[src/rtl/cache_pkg.sv]
// rtl/cache_pkg.sv - shared types and parameter helpers for the cache fill controller
package cache_pkg;

    typedef enum logic [1:0] {
        ST_IDLE,
        ST_ISSUE,
        ST_DRAIN,
        ST_DONE
    } fill_state_t;

    function automatic int clog2(input int value);
        int r;
        r = 0;
        while ((1 << r) < value) r++;
        return r;
    endfunction

    function automatic bit is_pow2(input int value);
        return (value > 0) && ((value & (value - 1)) == 0);
    endfunction

    function automatic int bpw(input int data_w);
        return data_w / 8;
    endfunction

    // Byte-offset bits inside one block: word index bits plus byte-in-word bits.
    function automatic int off_w(input int words_per_block, input int data_w);
        return clog2(words_per_block) + clog2(bpw(data_w));
    endfunction

endpackage

[src/rtl/fixed_prio_arb.sv]
// rtl/fixed_prio_arb.sv - combinational fixed-priority arbiter, lowest index wins
module fixed_prio_arb
    import cache_pkg::*;
#(
    parameter int NUM_CH = 2
) (
    input  logic [NUM_CH-1:0] req,
    output logic [NUM_CH-1:0] gnt
);

    // Two's complement isolates the lowest set bit.
    assign gnt = req & (~req + NUM_CH'(1));

endmodule

[src/rtl/cache_fill_ctrl.sv]
// rtl/cache_fill_ctrl.sv - block fill engine: arbitrates cache misses and streams
// a block from fixed-latency memory into the granted cache's data and tag arrays
module cache_fill_ctrl
    import cache_pkg::*;
#(
    parameter int ADDR_W          = 16,
    parameter int DATA_W          = 16,
    parameter int WORDS_PER_BLOCK = 8,
    parameter int MEM_LATENCY     = 4,
    parameter int NUM_CH          = 2
) (
    input  logic                     clk,
    input  logic                     rst,
    input  logic [NUM_CH-1:0]        miss_req,
    input  logic [NUM_CH*ADDR_W-1:0] miss_addr,
    output logic [NUM_CH-1:0]        grant,
    output logic                     busy,
    output logic                     mem_en,
    output logic [ADDR_W-1:0]        mem_addr,
    input  logic                     mem_rd_valid,
    input  logic [DATA_W-1:0]        mem_rd_data,
    output logic [NUM_CH-1:0]        fill_we,
    output logic [ADDR_W-1:0]        fill_addr,
    output logic [DATA_W-1:0]        fill_data,
    output logic [NUM_CH-1:0]        tag_we,
    output logic [NUM_CH-1:0]        miss_done
);

    localparam int BPW   = bpw(DATA_W);
    localparam int OFF_W = off_w(WORDS_PER_BLOCK, DATA_W);
    localparam int CNT_W = clog2(WORDS_PER_BLOCK);
    localparam logic [CNT_W-1:0]  LAST_IDX  = CNT_W'(WORDS_PER_BLOCK - 1);
    localparam logic [ADDR_W-1:0] BASE_MASK = {ADDR_W{1'b1}} << OFF_W;

    if (!is_pow2(WORDS_PER_BLOCK) || WORDS_PER_BLOCK < 2) begin : g_bad_words
        $error("WORDS_PER_BLOCK must be a power of two and at least 2");
    end
    if (MEM_LATENCY < 1) begin : g_bad_latency
        $error("MEM_LATENCY must be at least 1");
    end
    if ((DATA_W % 8) != 0) begin : g_bad_data_w
        $error("DATA_W must be a multiple of 8");
    end

    function automatic logic [ADDR_W-1:0] word_addr(input logic [ADDR_W-1:0] base,
                                                    input logic [CNT_W-1:0]  idx);
        return base + ADDR_W'(idx) * ADDR_W'(BPW);
    endfunction

    fill_state_t         state_q, state_d;
    logic [CNT_W-1:0]    issue_cnt_q, issue_cnt_d;
    logic [CNT_W-1:0]    ret_cnt_q, ret_cnt_d;
    logic [ADDR_W-1:0]   base_q, base_d;
    logic [NUM_CH-1:0]   grant_q, grant_d;
    logic                busy_q;
    logic                mem_en_q;
    logic [ADDR_W-1:0]   mem_addr_q;
    logic [ADDR_W-1:0]   fill_addr_q;
    logic [NUM_CH-1:0]   miss_done_q;

    logic [NUM_CH-1:0]   arb_gnt;
    logic [ADDR_W-1:0]   sel_addr;
    logic                ret_fire;
    logic                last_ret;

    fixed_prio_arb #(
        .NUM_CH (NUM_CH)
    ) u_arb (
        .req (miss_req),
        .gnt (arb_gnt)
    );

    always_comb begin
        sel_addr = '0;
        for (int i = 0; i < NUM_CH; i++) begin
            if (arb_gnt[i]) sel_addr = miss_addr[i*ADDR_W +: ADDR_W];
        end
    end

    // Returns only count while a fill is outstanding; anything seen in IDLE/DONE is stale.
    assign ret_fire = mem_rd_valid && (state_q == ST_ISSUE || state_q == ST_DRAIN);
    assign last_ret = ret_fire && (ret_cnt_q == LAST_IDX);

    always_comb begin
        state_d     = state_q;
        issue_cnt_d = issue_cnt_q;
        ret_cnt_d   = ret_cnt_q;
        base_d      = base_q;
        grant_d     = grant_q;
        case (state_q)
            ST_IDLE: begin
                if (|miss_req) begin
                    state_d     = ST_ISSUE;
                    grant_d     = arb_gnt;
                    base_d      = sel_addr & BASE_MASK;
                    issue_cnt_d = '0;
                    ret_cnt_d   = '0;
                end
            end
            ST_ISSUE: begin
                issue_cnt_d = issue_cnt_q + CNT_W'(1);
                if (issue_cnt_q == LAST_IDX) state_d = ST_DRAIN;
            end
            ST_DRAIN: begin
            end
            ST_DONE: begin
                state_d = ST_IDLE;
                grant_d = '0;
            end
            default: begin
                state_d = ST_IDLE;
                grant_d = '0;
            end
        endcase
        if (ret_fire) ret_cnt_d = ret_cnt_q + CNT_W'(1);
        if (last_ret) state_d = ST_DONE;
    end

    // Registered outputs are computed from next-state values so they line up
    // with the state they describe.
    always_ff @(posedge clk or posedge rst) begin
        if (rst) begin
            state_q     <= ST_IDLE;
            issue_cnt_q <= '0;
            ret_cnt_q   <= '0;
            base_q      <= '0;
            grant_q     <= '0;
            busy_q      <= 1'b0;
            mem_en_q    <= 1'b0;
            mem_addr_q  <= '0;
            fill_addr_q <= '0;
            miss_done_q <= '0;
        end else begin
            state_q     <= state_d;
            issue_cnt_q <= issue_cnt_d;
            ret_cnt_q   <= ret_cnt_d;
            base_q      <= base_d;
            grant_q     <= grant_d;
            busy_q      <= (state_d != ST_IDLE);
            mem_en_q    <= (state_d == ST_ISSUE);
            mem_addr_q  <= word_addr(base_d, issue_cnt_d);
            fill_addr_q <= word_addr(base_d, ret_cnt_d);
            miss_done_q <= (state_d == ST_DONE) ? grant_d : '0;
        end
    end

    assign grant     = grant_q;
    assign busy      = busy_q;
    assign mem_en    = mem_en_q;
    assign mem_addr  = mem_addr_q;
    assign fill_addr = fill_addr_q;
    assign fill_data = mem_rd_data;
    assign fill_we   = ret_fire ? grant_q : '0;
    assign tag_we    = last_ret ? grant_q : '0;
    assign miss_done = miss_done_q;

endmodule

[config.mk]
export PLATFORM = sky130hd
export DESIGN_NAME = cache_fill_ctrl
export DESIGN_NICKNAME = d
export VERILOG_FILES = /design/src/rtl/cache_pkg.sv /design/src/rtl/fixed_prio_arb.sv /design/src/rtl/cache_fill_ctrl.sv
export SDC_FILE = /design/constraint.sdc
export NUM_CORES = 1
export LEC_CHECK = 0
export BUFFER_PORTS_ARGS = -buffer_cell sky130_fd_sc_hd__buf_4
export CORE_MARGIN = 5
export CORE_UTILIZATION = 50
export DETAILED_ROUTE_END_ITERATION = 10
export PLACE_DENSITY = 0.8
export SLEW_MARGIN = 20
export SYNTH_ARGS = -nofsm -noshare
export SYNTH_HDL_FRONTEND = slang
export SYNTH_SLANG_ARGS = --single-unit
export TNS_END_PERCENT = 1
[constraint.sdc]
create_clock -name clk -period 9.3 [get_ports clk]
set_input_delay 1.395 -clock clk [delete_from_list [all_inputs] [get_ports clk]]
set_output_delay 1.395 -clock clk [all_outputs]
set_load 0.03 [all_outputs]
==> results of run 1 <==
[cell type report]
type,instances,area (um^2),share of cell area (%)
sequential,59,1480,39.7
multi-input combinational,154,1320,35.4
timing repair buffer,70,526,14.1
clock buffer,15,176,4.74
inverter,27,101,2.72
tap,75,93.8,2.52
clock inverter,1,30.0,0.807
[cell usage after synthesis]
library cell / number
dfrtp_1: 59
inv_1: 27
xnor2_1: 26
buf_4: 20
nand2_1: 16
ha_1: 14
nand3_1: 12
nor2_1: 10
nand4bb_1: 7
a21oi_1: 6
a21o_1: 5
and2_1: 5
o21ai_0: 5
and3_1: 4
nor4_4: 4
o221ai_1: 4
a22o_1: 3
o221ai_4: 3
or4bb_1: 3
fa_1: 2
nand4_1: 2
nor3b_1: 2
o221ai_2: 2
or3b_2: 2
a211oi_1: 1
buf_12: 1
buf_2: 1
buf_6: 1
conb_1: 1
mux2_2: 1
nand2_8: 1
nand2b_1: 1
nand3b_1: 1
nor2b_1: 1
nor4_1: 1
nor4_2: 1
o211ai_4: 1
o21a_1: 1
o21a_4: 1
o21ai_1: 1
o21ai_2: 1
o22ai_1: 1
o31ai_1: 1
[registers in the layout, indices dropped and copies added, names as in the netlist]
signal       count
base_q          15
busy             1
fill_addr       15
grant            2
issue_cnt_q      3
mem_addr        15
mem_en           1
miss_done        2
ret_cnt_q        3
state_q          2
[metal layers]
metal | wire [um] | track usage [%] | vias to the layer above
met2 | 2990 | 27.1 | 78
met5 | 0 | 0 | -
li1 | - | - | 997
met1 | 2750 | 23.8 | 1010
met3 | 439 | 4.00 | 15
met4 | 177 | 9.75 | 0
[how the worst max path moves through the flow]
stage / from / endpoint / slack (ps) / cells past startpoint
floorplan: miss_req[0] / mem_addr[15]$_DFF_PP0_ / 5570 / 12
global placement: miss_req[0] / fill_addr[15]$_DFF_PP0_ / 5220 / 12
detailed placement: miss_req[0] / fill_addr[15]$_DFF_PP0_ / 5220 / 12
CTS: miss_req[0] / fill_addr[13]$_DFF_PP0_ / 5550 / 12
global route: miss_req[0] / fill_addr[13]$_DFF_PP0_ / 5250 / 12
finish: miss_req[0] / fill_addr[13]$_DFF_PP0_ / 5540 / 12
[metrics by stage]
step,utilization [%],power [mW]
after CTS,62.5,1.31
after floorplan,-,0.895
after global routing,62.5,1.38
after global placement,59.0,1.05
final,62.5,1.30
after detailed placement,59.0,1.06
[worst register-to-register path, delay by kind of cell (launching register included)]
kind                       cells  cell delay, ps
and+or+nand+nor                3            1000
adders and majority gates      3             720
buffers and inverters          4             530
DFF                            1             390
AOI/OAI and AO/OA              2             250
muxes                          1             230
xor gates and xnor gates       1             160
[logic make-up after synthesis]
logic type               share of synthesized area, %
buffers and inverters                            9.35
AO/OA/AOI/OAI                                    11.1
AND/OR/NAND/NOR                                  16.7
flip-flops                                       47.9
XOR/XNOR                                         7.40
other                                           0.122
multiplexers                                    0.366
adder cells (fa/ha/maj)                          6.99
[power by group through the flow]
stage | registers, mW | clock network (mW) | logic [mW]
after CTS | 0.407 | 0.246 | 0.658
after global placement | 0.408 | 0 | 0.640
final | 0.406 | 0.242 | 0.652
after floorplan | 0.545 | 0 | 0.350
after global routing | 0.417 | 0.256 | 0.708
after detailed placement | 0.409 | 0 | 0.655
==> impl_metrics.ini, run 1 <==
[outcome]
outcome = complete, no violations

[routing]
drtIter0Drc = 104
drtAntennaViolNets = 0
drc = 0
wl_mm = 6.36
dr.pass1.iters = 4
wl_per_cell_um = 15.9
vias = 2100
vias_per_cell = 5.24

[cells_and_area]
final_common_cell = buf_4
drive_above_1_share_pct = 31.0
syn2layout_area_growth_pct = 20.9
layout_common_cells = buf_4 (70), dfrtp_1 (59), inv_1 (26), xnor2_1 (26), nand2_1 (16)
fin_nets = 390
layout.cells.non_filler = 401
nFillCells = 493
stdcell_area_mm2 = 0.00372
insertedDiodeCount = 0

[global_routing]
grt_pass1_wl_mm = 10.5
grt_usage_pct = 17.8
grt_pass1_vias = 2144
antenna_found_initial = 0
grt_start_max_net_pins = 60
globalRouteOverflowTotal = 0

[worst_setup_path]
critical_path.max_fanout = 18
cp-end-kind = register
max_stage_delay_ps = 490
path_buf_inv = 3
rr_startpoint = state_q[1]$_DFF_PP0_
r2r_end = mem_addr[15]$_DFF_PP0_
worst-endpoint-required_ps = 9520
cp_slowest_cell = o21ai_1
crit_arrival_ps = 3980
path_cells = buf_4 -> o21ai_1 -> nand3_1 -> o21ai_0 -> ha_1 -> inv_1 -> fa_1 -> inv_1 -> a21oi_1 -> nor4_4 -> nand3_1 -> xnor2_1
rrSetupSlack_ps = 5910
critPathKind = input pin to register
reg2regPathDepth = 14
critPathLaunchType = input pin
crit_family = simple AND/OR/NAND/NOR gates

[min_path]
hp-start = base_q[3]$_DFF_PP0_
hold_end = base_q[3]$_DFF_PP0_
hold_path_class = register to register
holdPathStages = 1

[pwr]
leakagePower_nw = 1.74
pwr-share-seq_pct = 31.2
vdd_drop_max_mv = 0.184
p_sw_mw = 0.550
power_density_mw_per_mm2 = 349
combPwrFrac_pct = 50.2
switching_share_pct = 42.3
p_int_mw = 0.751
p_clk_share_pct = 18.6

[clocking]
path_clk_slew_ps = 70
cts_setup_buffers = 0
insertion_delay_ps = 330
cts_root_buffer = clkbuf_8
ctsResizeCount = 0
cts_hold_buffers = 0
ctsLongestPathBuffers = 2
tritoncts = done
clock_sinks = 59
numCtsBuffers = 9
htree_levels = 3

[place]
placed_cell_area_mm2 = 0.00352
gp_congestion = 0.778
dp_cells = 385
dp_hpwl_mm = 4.67
pre_cts_ws_ps = 5220
portBuffers = 68

[sta]
finalSetupViolCount = 0
slew_headroom_pct = 52.1
rsz0062_at_grt = no
fin_ws_ps = 5540
fmax_mhz = 266
fin_crit_ps = 3760
finClkSkew_ps = 6.46
fin_crit_sh_pct = 40.4
hold_violations = 0
timing.final.max_slew_violations = 0
worstMarginPinSlew_ps = 718
finalSetupTns_ps = 0
hold_ws_ps = 542

[floorplan]
fp.dieH_um = 88.5
coreArea_mm2 = 0.00596
io_pins = 111
die_area_mm2 = 0.00783
die_x_um = 88.5
rows = 28
start_util_pct = 51.7

[yosys]
synth_area_mm2 = 0.00308
ys_ff_latch = 59
synthTopCellsByArea = dfrtp_1 (48%), xnor2_1 (7.4%), ha_1 (5.7%)
yosys_warnings = 0
seq_area_frac_synth_pct = 47.9
synth_top_area_share_pct = 47.9
syn_inst = 262
post_synth.cell_area_avg_um2 = 11.8
ys_types = 43
synth_area_leader_cell = dfrtp_1

[run]
drv_cap = 0
No activity file was read; power rests on OpenSTA's default activity.
==> run 2, diff against run 1 <==
Settings changed: CORE_UTILIZATION 50 to 45, PLACE_DENSITY 0.8 to 0.76.
Clock period 9.3 ns to 3.35 ns, I/O delays scaled along.
==> run 2 against run 1 <==
  * Utilization shrank 6.3 points
  * Combinational power grew to 2.8 times the previous value
  * Final area grew 1.5%
  * Die area increased by 9.8%
  * Register-to-register slack got worse by 5700 ps
  * Worst hold slack worse by 360 ps
  * Sequential power grew to 2.8 times the previous value
  * Largest cell class unchanged
  * Largest power group unchanged
==> impl_metrics.ini, run 2 (synthesized netlist as in run 1, its figures left out) <==
[outcome]
outcome = complete, no violations

[floorplan]
coreArea_mm2 = 0.00672
start_util_pct = 45.8
die_area_mm2 = 0.00860
die_x_um = 92.7
fp.dieH_um = 92.7
rows = 30
io_pins = 111

[worst_setup_path]
critical_path.max_fanout = 5
crit_family = simple AND/OR/NAND/NOR gates
critPathLaunchType = register
max_stage_delay_ps = 470
worst-endpoint-required_ps = 3570
critPathKind = register to register
path_buf_inv = 4
path_common_cell = inv_1
cp-end-kind = register
path_cells = inv_1 -> ha_2 -> or3b_2 -> o21ai_2 -> mux2_2 -> ha_1 -> inv_1 -> fa_1 -> inv_1 -> a21oi_1 -> nor4_4 -> buf_4 -> nand4_1 -> xnor2_1
crit_arrival_ps = 3340
cp_slowest_cell = or3b_2

[cells_and_area]
layout_common_cells = buf_4 (75), dfrtp_1 (59), inv_1 (26), xnor2_1 (26), nand2_1 (16)
layout.cells.non_filler = 411
fin_nets = 395
drive_above_1_share_pct = 33.5
syn2layout_area_growth_pct = 22.7
insertedDiodeCount = 0
final_common_cell = buf_4

[sta]
hold_ws_ps = 186
slew_headroom_pct = 64.4
finalSetupViolCount = 0
fin_crit_ps = 3110
hold_violations = 0
fmax_mhz = 321
worstMarginPinSlew_ps = 534
finalSetupTns_ps = 0
finClkSkew_ps = 8.24
fin_ws_ps = 237
fin_crit_sh_pct = 92.9
timing.final.max_slew_violations = 0

[global_routing]
grt_start_max_net_pins = 36
grt_pass1_wl_mm = 10.4
globalRouteOverflowTotal = 0
grt_usage_pct = 15.8
antenna_found_initial = 0
grt_pass1_vias = 2119

[clocking]
cts_hold_buffers = 0
path_clk_slew_ps = 70
insertion_delay_ps = 340
tritoncts = done
htree_levels = 3
clock_sinks = 59
cts_root_buffer = clkbuf_8
ctsLongestPathBuffers = 2
numCtsBuffers = 9

[run]
drv_cap = 0

[place]
gp_congestion = 0.846
pre_cts_ws_ps = 175
dp_hpwl_mm = 4.79
portBuffers = 68
dp_cells = 393

[pwr]
leakagePower_nw = 1.77
vdd_drop_max_mv = 0.344
power_density_mw_per_mm2 = 966
power_mw = 3.65

[routing]
drtAntennaViolNets = 0
drc = 0
wl_per_cell_um = 15.4
dr.pass1.iters = 4
vias = 2092
wl_mm = 6.33
vias_per_cell = 5.09
drtIter0Drc = 89

[min_path]
hold_path_class = input pin to asynchronous set/reset pin
==> run 2: metrics by stage <==
stage	util, %	area (um^2)
2_1_floorplan	-	3080
3_3_place_gp	52.8	3540
3_5_place_dp	52.8	3540
4_1_cts	55.9	3760
5_1_grt	56.2	3780
6_report	56.2	3780
==> run 2: routing by layer <==
metal / wire length (um) / GRT usage [%] / up-vias
met2: 3090 / 24.0 / 63
met5: 0 / 0 / -
met1: 2640 / 19.4 / 1001
met4: 221 / 9.40 / 0
li1: - / - / 1007
met3: 379 / 5.36 / 21
==> run 2: area by class of cell <==
type,instances,area [um^2]
fillers,561,2940
flip-flops and latches,59,1480
multi-input cells,154,1330
repair buffers,75,563
clock buffers,12,165
inverters,27,101
well taps,80,100
clock inverters,4,47.5
==> run 2: worst paths after layout <==
| kind | from | end | slack [ps] | cells past startpoint |
|---|---|---|---|---|
| worst max-delay path | state_q[1]$_DFF_PP0_ | mem_addr[15]$_DFF_PP0_ | 240 | 14 |
| worst min-delay path | rst | fill_addr[12]$_DFF_PP0_ | 190 | 2 |
| worst max register to register | state_q[1]$_DFF_PP0_ | mem_addr[15]$_DFF_PP0_ | 240 | 14 |
| worst min register to register | base_q[3]$_DFF_PP0_ | base_q[3]$_DFF_PP0_ | 530 | 1 |
| max in group asynchronous | rst | miss_done[1]$_DFF_PP0_ | 2350 | 3 |
| min in group clk | base_q[3]$_DFF_PP0_ | base_q[3]$_DFF_PP0_ | 530 | 1 |
==> run 2: what timing repair did <==
| action | in CTS | in global routing |
|---|---|---|
| setup endpoints to repair | 0 | 4 |
| resized for setup | 0 | 3 |
| setup buffers | 0 | 2 |
| hold endpoints to repair | 0 | 0 |
==> run 2: where the power goes <==
part	internal, mW	switching [mW]
logic	0.692	1.16
registers	1.01	0.116
clock network	0.401	0.275
